File: config.mk
export PLATFORM = sky130hd
export DESIGN_NAME = div16x8_seq_flat
export DESIGN_NICKNAME = d
export VERILOG_FILES = /design/src/rtl/div_pkg.sv /design/src/rtl/div16x8_seq_if.sv /design/src/rtl/div_step.sv /design/src/rtl/div16x8_seq.sv /design/src/flat_wrapper.sv
export SDC_FILE = /design/constraint.sdc
export NUM_CORES = 1
export LEC_CHECK = 0
export ABC_CLOCK_PERIOD_IN_PS = 7150
export CAP_MARGIN = 20
export CORE_MARGIN = 2
export CORE_UTILIZATION = 36
export DETAILED_ROUTE_END_ITERATION = 10
export GPL_ROUTABILITY_DRIVEN = 0
export PLACE_DENSITY = 0.6
export SKIP_LAST_GASP = 1
export SLEW_MARGIN = 5
export SYNTH_ARGS = -nofsm -noshare
export SYNTH_HDL_FRONTEND = slang
export SYNTH_SLANG_ARGS = --single-unit
export TNS_END_PERCENT = 50
File: constraint.sdc
create_clock -name clk -period 7.15 [get_ports clk]
set_input_delay 2.145 -clock clk [delete_from_list [all_inputs] [get_ports clk]]
set_output_delay 2.145 -clock clk [all_outputs]
set_load 0.1 [all_outputs]
File: src/rtl/div_pkg.sv
// div_pkg: shared widths, state encoding and divide-by-zero result constants for div16x8_seq
package div_pkg;
  localparam int DW_DEF = 16;
  localparam int VW_DEF = 8;
  localparam int CNT_W = $clog2(DW_DEF);
  typedef enum logic {ST_IDLE = 1'b0, ST_RUN = 1'b1} state_t;
  localparam logic [DW_DEF-1:0] DZ_QUO = '1;
  localparam logic [VW_DEF-1:0] DZ_REM = '1;
endpackage

File: src/rtl/div16x8_seq_if.sv
// div16x8_seq_if: divider request/result bundle
//   master drives start/dividend/divisor; slave (the divider) drives busy/done/quotient/remainder/div_by_zero
interface div16x8_seq_if #(parameter int DW = 16, parameter int VW = 8);
  logic start;
  logic [DW-1:0] dividend;
  logic [VW-1:0] divisor;
  logic busy;
  logic done;
  logic [DW-1:0] quotient;
  logic [VW-1:0] remainder;
  logic div_by_zero;
  modport master (output start, dividend, divisor, input busy, done, quotient, remainder, div_by_zero);
  modport slave (input start, dividend, divisor, output busy, done, quotient, remainder, div_by_zero);
endinterface

File: src/rtl/div_step.sv
// div_step: one combinational restoring-division step
//   part_in (VW+1) and bit_in form the shifted partial; part_out/q_bit are the step result
module div_step #(parameter int VW = 8) (
  input  logic [VW:0]   part_in,
  input  logic          bit_in,
  input  logic [VW-1:0] divisor,
  output logic [VW:0]   part_out,
  output logic          q_bit
);
  logic [VW:0] shifted;
  // The incoming partial is always below the divisor, so its top bit is zero and may be dropped.
  assign shifted = {part_in[VW-1:0], bit_in};
  assign q_bit = shifted >= {1'b0, divisor};
  assign part_out = q_bit ? shifted - {1'b0, divisor} : shifted;
endmodule

File: src/rtl/div16x8_seq.sv
// div16x8_seq: sequential restoring divider, one quotient bit per clock
//   clk, rst (async, active-high); bus: slave side of div16x8_seq_if
module div16x8_seq import div_pkg::*; #(
  parameter int DW = DW_DEF,
  parameter int VW = VW_DEF
) (
  input logic clk,
  input logic rst,
  div16x8_seq_if.slave bus
);
  state_t state_q, state_d;
  logic [CNT_W-1:0] cnt_q, cnt_d;
  logic [DW-1:0] dq_q, dq_d;
  logic [VW:0] part_q, part_d;
  logic [VW-1:0] dvs_q, dvs_d;
  logic busy_q, busy_d, done_q, done_d, dz_q, dz_d;
  logic [DW-1:0] quo_q, quo_d;
  logic [VW-1:0] rem_q, rem_d;
  logic [VW:0] part_nx;
  logic q_bit, last, zero;
  div_step #(.VW(VW)) u_step (
    .part_in(part_q),
    .bit_in(dq_q[DW-1]),
    .divisor(dvs_q),
    .part_out(part_nx),
    .q_bit(q_bit)
  );
  assign last = cnt_q == CNT_W'(DW-1);
  assign zero = dvs_q == '0;
  // dq_q shifts dividend bits out of the top while quotient bits enter at the bottom.
  always_comb begin
    state_d = state_q;
    cnt_d = cnt_q;
    dq_d = dq_q;
    part_d = part_q;
    dvs_d = dvs_q;
    busy_d = busy_q;
    done_d = 1'b0;
    quo_d = quo_q;
    rem_d = rem_q;
    dz_d = dz_q;
    if (state_q == ST_IDLE) begin
      if (bus.start) begin
        state_d = ST_RUN;
        cnt_d = '0;
        dq_d = bus.dividend;
        dvs_d = bus.divisor;
        part_d = '0;
        busy_d = 1'b1;
        dz_d = 1'b0;
      end
    end else begin
      part_d = part_nx;
      dq_d = {dq_q[DW-2:0], q_bit};
      cnt_d = cnt_q + 1'b1;
      if (last) begin
        state_d = ST_IDLE;
        busy_d = 1'b0;
        done_d = 1'b1;
        quo_d = zero ? DW'(DZ_QUO) : {dq_q[DW-2:0], q_bit};
        rem_d = zero ? VW'(DZ_REM) : part_nx[VW-1:0];
        dz_d = zero;
      end
    end
  end
  always_ff @(posedge clk or posedge rst) begin
    if (rst) begin
      state_q <= ST_IDLE;
      cnt_q <= '0;
      dq_q <= '0;
      part_q <= '0;
      dvs_q <= '0;
      busy_q <= 1'b0;
      done_q <= 1'b0;
      quo_q <= '0;
      rem_q <= '0;
      dz_q <= 1'b0;
    end else begin
      state_q <= state_d;
      cnt_q <= cnt_d;
      dq_q <= dq_d;
      part_q <= part_d;
      dvs_q <= dvs_d;
      busy_q <= busy_d;
      done_q <= done_d;
      quo_q <= quo_d;
      rem_q <= rem_d;
      dz_q <= dz_d;
    end
  end
  assign bus.busy = busy_q;
  assign bus.done = done_q;
  assign bus.quotient = quo_q;
  assign bus.remainder = rem_q;
  assign bus.div_by_zero = dz_q;
endmodule

File: src/flat_wrapper.sv
// flat-port wrapper written by rule: the top's interface ports become plain ports
module div16x8_seq_flat import div_pkg::*;
#(
  parameter int DW = DW_DEF,
  parameter int VW = VW_DEF
)
  (clk, rst, bus_start, bus_dividend, bus_divisor, bus_busy, bus_done, bus_quotient, bus_remainder, bus_div_by_zero);
  div16x8_seq_if #(.DW(DW), .VW(VW)) bus_i ();
  input logic clk;
  input logic rst;
  input wire logic [$bits(bus_i.start)-1:0] bus_start;
  input wire logic [$bits(bus_i.dividend)-1:0] bus_dividend;
  input wire logic [$bits(bus_i.divisor)-1:0] bus_divisor;
  output wire logic [$bits(bus_i.busy)-1:0] bus_busy;
  output wire logic [$bits(bus_i.done)-1:0] bus_done;
  output wire logic [$bits(bus_i.quotient)-1:0] bus_quotient;
  output wire logic [$bits(bus_i.remainder)-1:0] bus_remainder;
  output wire logic [$bits(bus_i.div_by_zero)-1:0] bus_div_by_zero;
  assign bus_i.start = bus_start;
  assign bus_i.dividend = bus_dividend;
  assign bus_i.divisor = bus_divisor;
  assign bus_busy = bus_i.busy;
  assign bus_done = bus_i.done;
  assign bus_quotient = bus_i.quotient;
  assign bus_remainder = bus_i.remainder;
  assign bus_div_by_zero = bus_i.div_by_zero;
  div16x8_seq #(.DW(DW), .VW(VW)) u_core (.clk(clk), .rst(rst), .bus(bus_i));
endmodule
==> results, run 1 <==
- The detailed router finished its first iteration with 200 violations.
- After detailed routing, the number of remaining DRC violations is 0.
- The clock tree from TritonCTS is done.
- The number of hold violations in the final report is 0.
- The number of cells produced by synthesis is 290.
- After synthesis, the netlist uses 45 different library cells.
- The average instance in the mapped netlist occupies 10.53 um^2.
- Setup repair after global routing left no endpoint under its margin.
- The clock arrives with 6.382 ps of skew.
- The multiplexer fraction of the synthesized cell area is about 7.3%.
- The endpoint identified for the worst register-to-register timing path is u_core.part_q[6].
- The routed length per instance is roughly 15 um.
- The sum of negative setup slack is 0 ps.
- Counting flops and latches in the post-synthesis netlist gives 64.
- The largest net degree at the start of global routing is 65.
- The data required time of the worst path is ~7400 ps.
- The sequential element share of the synthesized area is 52.46%.
- The most common flop cell mapped by yosys is sky130_fd_sc_hd__dfrtp_1.
- The cell area after technology mapping is 0.003053 mm^2.
- The wire-length estimate of the detail-placed layout is 4508 um.
- For this run the aggregate overflow at the end of global routing stands at 0.
- Post-CTS repair changed the size of 0 cells.
- The number of cells traversed by the worst register-to-register path is 9.
- The register-to-register path setup slack is 4870 ps.
- After Yosys synthesis, XOR and XNOR cells account for approximately 1.4% of the synthesized area.
- Cells with a size suffix above 1 make up under 10% of the layout.
- The number of antenna violations at the first check in global routing was 0.
- The via count is roughly 2,300.
- The worst reg2reg path startpoint is u_core.dq_q[15].
- The count of nets left with antenna violations after detail routing is 0.
- The first global-routing pass estimated approximately 11,000 um of wire.
- In this run the tightest slew margin relative to its limit is roughly a third.
- The via count of the first global-routing pass is about 2,300.
- Counting every net in the synthesized netlist gives 327.
- The biggest area contributor in the post-synthesis netlist is sky130_fd_sc_hd__dfrtp_1.
- Summing the areas of all fa, ha and maj instances in the mapped netlist gives 4.344% of the synthesized area.
- The clock latency at the later pin of the worst-skew pair is 330 ps.
- Using the TritonRoute via totals, the vias-per-cell ratio works out to 5.190.
- The clock-pin slew on the worst setup and hold paths is 70 ps.
- The buffer levels on the longest clock path is 2.
- The number of buffers added to fix hold violations after cts is 0.
- The overall die area is about 0.0092 mm^2.
- The number of clock buffers added by TritonCTS is 9.
- The maximum achievable frequency is 246.7 MHz.
- The worst setup path is captured at a flip-flop.
- Of all flip-flops after synthesis, the portion carrying an async set or reset was 100.0%.
- Once the floorplan was initialized, standard cells occupied 37.16% of the core.
- The antenna diode count is 0.
- The synthesized netlist devotes 19.39% of its cell area to compound gates.
- The standard-cell row count is 33.
- The I/O pin count is 54.
- In this run the biggest area consumer among cell types represents a little over half of the synthesized area.
- The final cycle utilization of the critical path is between 50% and 60%.
- The worst setup path startpoint is bus_start.
- The flow ran to the end, and the final reports show no timing, DRC or antenna violations.
- Input and output buffers added on the ports amount to between 50 and 60.
- The floorplan step set the die height to 96.09 um.
- After synthesis, the cell types taking the most area are sky130_fd_sc_hd__dfrtp_1, sky130_fd_sc_hd__mux2i_1, sky130_fd_sc_hd__o22a_1.
- The capture point of the critical path is u_core.dvs_q[0].
- The post-CTS repair timing setup buffer count is 0.
- Wires add up to 6803 um.
- The Yosys step of the flow raised 0 warnings.
- The level count of the clock H-tree is 3.
- The aggregate global-route resource usage is 16.09%.
- The first detailed-routing pass took 4 iterations.
- The tree is rooted in a sky130_fd_sc_hd__clkbuf_8.
- Setup violations remaining at the end of the flow were counted as 0.
- The pin slew with the least headroom to its limit is 995.7 ps.
- The time the final worst path needs with I/O delays and setup is 4053 ps.
- The nature of the critical path startpoint is an input port.
- The path class of the tightest hold or removal check is reg2reg.
- The simple-gate portion of the synthesized area is roughly 9.9%.
- By startpoint and endpoint, the worst setup path is classified as in2reg.
- sky130_fd_sc_hd__dfrtp_1 is the most common cell in the netlist.
- The dominant combinational cell family by area after synthesis is compound AO/OA/AOI/OAI gates.
- The signed area change from the synthesized netlist to the final layout is 24.92%.
- The final number of max-transition violations came to 0.
- The number of flops mapped to enable cells by yosys is 0.
- By count the netlist is led by sky130_fd_sc_hd__dfrtp_1, sky130_fd_sc_hd__nand2_1, sky130_fd_sc_hd__o21ai_0.
- The signal arrival time at the worst endpoint is 4280 ps.
- The area inside the core boundary is 0.008217 mm^2.
- The clock drives 64 sinks.
- The top fanout value on the critical path is 24.
- After the last flow step, the layout net total stands at 376.
- Max-cap violations in this run came to 0.
- The die is 96.09 um wide.
logic make-up after synthesis:
group                    count (synthesis)
AO/OA/AOI/OAI                           87
XOR/XNOR                                 5
adder cells (fa/ha/maj)                 10
buffers and inverters                   34
flip-flops                              64
multiplexers                            22
AND/OR/NAND/NOR                         68
layout by cell type, fill, tap and decap left out, types with 9 or more instances in the layout:
cell type	instances
sky130_fd_sc_hd__o21ai_0	27
sky130_fd_sc_hd__a21oi_1	13
sky130_fd_sc_hd__inv_1	14
sky130_fd_sc_hd__mux2i_1	21
sky130_fd_sc_hd__nor2_1	16
sky130_fd_sc_hd__dfrtp_1	64
sky130_fd_sc_hd__nand2_1	35
sky130_fd_sc_hd__ha_1	9
sky130_fd_sc_hd__o22a_1	16
sky130_fd_sc_hd__clkbuf_8	11
sky130_fd_sc_hd__clkdlybuf4s50_1	53
flip-flops by register name (all words and copies together), names as in the netlist:
signal	count
u_core.dq_q	16
u_core.state_q	1
u_core.bus.quotient	16
u_core.dvs_q	8
u_core.part_q	8
u_core.bus.busy	1
u_core.bus.remainder	8
u_core.bus.done	1
u_core.bus.div_by_zero	1
u_core.cnt_q	4
area by class of cell:
class	instances	area, um^2
timing repair buffer	57	560.5
multi-input combinational	192	1291
clock inverter	3	17.52
clock buffer	12	155.1
tap	105	131.4
fill	768	4403
inverter	15	56.30
sequential	64	1602
worst min-delay path by stage:
stage / to / cells after the start / from
after global placement: u_core.cnt_q[3] / 1 / u_core.cnt_q[3]
after global routing: u_core.cnt_q[3] / 1 / u_core.cnt_q[3]
final: u_core.cnt_q[3] / 1 / u_core.cnt_q[3]
after floorplan: u_core.cnt_q[3] / 1 / u_core.cnt_q[3]
after detailed placement: u_core.cnt_q[3] / 1 / u_core.cnt_q[3]
after CTS: u_core.cnt_q[3] / 1 / u_core.cnt_q[3]
layer usage:
layer / global-route usage (%) / vias to the layer above / wire length (um) / share of wire (%)
li1: - / 1130 / - / -
met1: 21.01 / 1132 / 3273 / 48
met2: 24.77 / 52 / 3066 / 45
met3: 4.542 / 11 / 341 / 5.0
met4: 7.381 / 0 / 121 / 1.8
met5: 0 / - / 0 / 0
metrics by stage:
| step | worst slack [ps] | util, % | hold WS (ps) | cells | cell area, um^2 |
|---|---|---|---|---|---|
| 2_1_floorplan | 3407 | - | 445.3 | 290 | 3053 |
| 3_3_place_gp | 2754 | 44.31 | 467.7 | 433 | 3641 |
| 3_5_place_dp | 2780 | 44.31 | 481.9 | 433 | 3641 |
| 4_1_cts | 3121 | 46.41 | 495.8 | 448 | 3814 |
| 5_1_grt | 2934 | 46.41 | 523.3 | 448 | 3814 |
| 6_report | 3097 | 46.41 | 487.7 | 448 | 3814 |
critical path, cell delays in order:
cell and delay, ps:
sky130_fd_sc_hd__clkdlybuf4s50_1 450, sky130_fd_sc_hd__buf_4 330, sky130_fd_sc_hd__inv_1 150, sky130_fd_sc_hd__nor2_1 760, sky130_fd_sc_hd__mux2_2 410
Power of run 1 is left out: the tool's default activity adds up to more than one toggle a clock period on the data nets, which glitch-free logic cannot reach.
==> run 2, diff against run 1 <==
Settings changed: ABC_CLOCK_PERIOD_IN_PS 7150 to 3800.
Clock period 7.15 ns to 3.8 ns, I/O delays scaled along.
==> run 2 against run 1 <==
Against the previous run: worst setup slack got worse by 1600 ps; largest cell class unchanged; die area stayed put; critical path depth grew 4.
==> results, run 2 (synthesis gave the netlist of run 1 again) <==
- The run finished with clean final reports.
- The routed length per instance is 15.05 um (-0.90%).
- The first-pass GRT wire length came to 11,590 um (+3.1%).
- The count of nets left with antenna violations after detail routing is 0 (unchanged).
- In this run the critical register-to-register path is launched from u_core.dq_q[15].
- The count of maximum capacitance violations is 0 (unchanged).
- In the layout the commonest cells are sky130_fd_sc_hd__dfrtp_1, sky130_fd_sc_hd__nand2_1, sky130_fd_sc_hd__buf_4, sky130_fd_sc_hd__o21ai_0, sky130_fd_sc_hd__clkdlybuf4s50_1.
- The data required time of the worst path is 4000 ps (-3370 ps).
- The clock latency at the later pin of the worst-skew pair is 340 ps (about the same).
- The total DRC errors in the routed layout is 0 (unchanged).
- The capture point of the critical path is u_core.part_q[6].
- The I/O pin count is 54 (unchanged).
- From synthesis to final layout, the design area changed by 25.66%.
- The number of buffer cells added on primary ports is 53 (unchanged).
- The multi-input gate area in the final layout was 0.001291 mm^2 (unchanged).
- TritonCTS built the clock tree.
- The total wirelength of the detailed-routed design is 6772 um (-0.46%).
- The buffer levels on the longest clock path was 2 (unchanged).
- The remaining global-route overflow is 0 (unchanged).
- The first-pass iteration count of the detailed router is 4 (unchanged).
- The number of resized instances in the post-cts repair step is 0 (unchanged).
- The register-to-register path setup slack is 1450 ps (-3420 ps).
- The slowest stage of the critical path is the sky130_fd_sc_hd__fa_1 cell.
- The number of buffers added to fix hold violations after cts is 0 (unchanged).
- The die width is 96.09 um (unchanged).
- The signal on the critical path passes through inv_1 > ha_1 > inv_1 > fa_1 > a211oi_1 > or4b_1 > o2111ai_1 > mux2i_1 > o22ai_1.
- The standard-cell row count is 33 (unchanged).
- The clock-pin slew on the worst setup and hold paths came to 70 ps (about the same).
- The final cycle utilization of the critical path is about 62%.
- The HPWL reported at the end of detailed placement is 4745 um (+5.3%).
- The top fanout value on the critical path is 3 (-88%).
- The total buffers and inverters traversed by the critical path is 2 (-1).
- The endpoint class of the critical path is a flip-flop.
- The per-cell via count in the routed design is 5.160 (-0.57%).
- The share of cells above drive strength 1 is 15.36% (+8.4 points).
- The overall die area is 0.009233 mm^2 (unchanged).
- In this run the critical register-to-register path is captured at u_core.part_q[6].
- The first-iteration detailed-routing DRC count came to 126 (-37%).
- The final count of negative-setup-slack endpoints is 0 (unchanged).
- The signal arrival time at the worst endpoint is 2550 ps (-1730 ps).
- The number of clock sinks came to 64 (unchanged).
- The cell occurring most often along the worst timing path is sky130_fd_sc_hd__inv_1.
- The aggregate global-route resource usage is 16.51% (+0.42 points).
- The number of hold violations in the final report is 0 (unchanged).
- Derived from the worst setup path, the maximum achievable clock frequency is 426.4 MHz.
- After layout, the minimum clock period comes to 2345 ps.
- The worst setup path category is reg2reg.
- The largest net degree at the start of global routing came to 44 (-32%).
- The number of logic stages on the critical path including buffering is 9 (+4).
- The most common library cell in the layout ignoring fill and taps is sky130_fd_sc_hd__dfrtp_1.
- The worst slew margin relative to its limit is 41.70% (+8.3 points).
- The delay of the slowest cell on the worst path came to 420 ps (-340 ps).
- The final number of max-transition violations was 0 (unchanged).
- The level count of the clock H-tree is 3 (unchanged).
- The number of filler instances in the final layout is 782 (+1.8%).
- The class of the tightest hold or removal check is reg2reg.
- The via count is 2,322 (-0.13%).
- The number of cells traversed by the worst register-to-register path is 9 (unchanged).
- The via count of the first global-routing pass is 2,366 (+2.4%).
- The cell family contributing the most delay on the critical path is compound AO/OA/AOI/OAI gates.
- The final net count is 377 (+0.27%).
- The area inside the core boundary is 0.008217 mm^2 (unchanged).
- The register cell area after layout is 0.001602 mm^2 (unchanged).
- The nature of the critical path startpoint is a flip-flop.
- Setup repair after global routing left no endpoint under its margin.
- The floorplan die height is 96.09 um (unchanged).
- The pin slew with the least headroom to its limit is 872.4 ps (-123.3 ps).
- The sum of negative setup slack is 0 ps (unchanged).
- The worst setup path startpoint is u_core.dq_q[15].
- In this run the clock root is driven by a sky130_fd_sc_hd__clkbuf_8.
- The post-CTS repair timing setup buffer count is 0 (unchanged).
- The number of antenna violations at the first check in global routing is 0 (unchanged).
- The worst clock skew on the final layout was 8.822 ps (+2.439 ps).
- The initial standard-cell utilization of the core is 37.16% (unchanged).
- The clock buffer count from CTS is 9 (unchanged).
- The antenna diode count is 0 (unchanged).
==> run 2: cell count changes in the layout (fill, tap and decap cells not counted), sizes merged <==
cell | before | now
buf | 4 | 32
bufinv | 0 | 3
clkbuf | 12 | 10
clkdlybuf4s50 | 53 | 26
clkinv | 2 | 0
inv | 15 | 17
==> run 2: worst min-delay path by stage <==
stage	slack [ps]	to	cells after the start	startpoint
after floorplan	450	u_core.cnt_q[3]	1	u_core.cnt_q[3]
after global placement	480	u_core.cnt_q[3]	1	u_core.cnt_q[3]
after detailed placement	480	u_core.cnt_q[3]	1	u_core.cnt_q[3]
after CTS	490	u_core.cnt_q[3]	1	u_core.cnt_q[3]
after global routing	520	u_core.cnt_q[3]	1	u_core.cnt_q[3]
final	490	u_core.cnt_q[3]	1	u_core.cnt_q[3]
==> run 2: area by class of cell <==
cell class	instances	share of cell area, %
timing repair buffer	58	13.37
clock inverter	6	3.001
clock buffer	10	3.327
multi-input combinational	192	33.66
inverter	15	1.468
sequential	64	41.75
tap	105	3.425
==> run 2: per-layer routing <==
metal  GRT usage [%]  routed length, um  vias to the layer above
met5               0                  0                        -
met4           6.071                110                        0
met3           3.759                378                       11
met2           26.33               3203                       61
met1           21.97               3079                     1117
li1                -                  -                     1133
==> run 2: through the flow <==
stage | util, % | instances | hold WS, ps | setup WS [ps] | area [um^2]
global route | 46.69 | 450 | 520.7 | 1300 | 3836
finish | 46.69 | 450 | 493.8 | 1455 | 3836
detailed placement | 43.73 | 434 | 478.1 | 1274 | 3593
global placement | 43.73 | 434 | 483.4 | 1289 | 3593
floorplan | - | 290 | 445.3 | 1062 | 3053
CTS | 46.69 | 450 | 492.4 | 1454 | 3836
Power of run 2 is left out for the same reason.
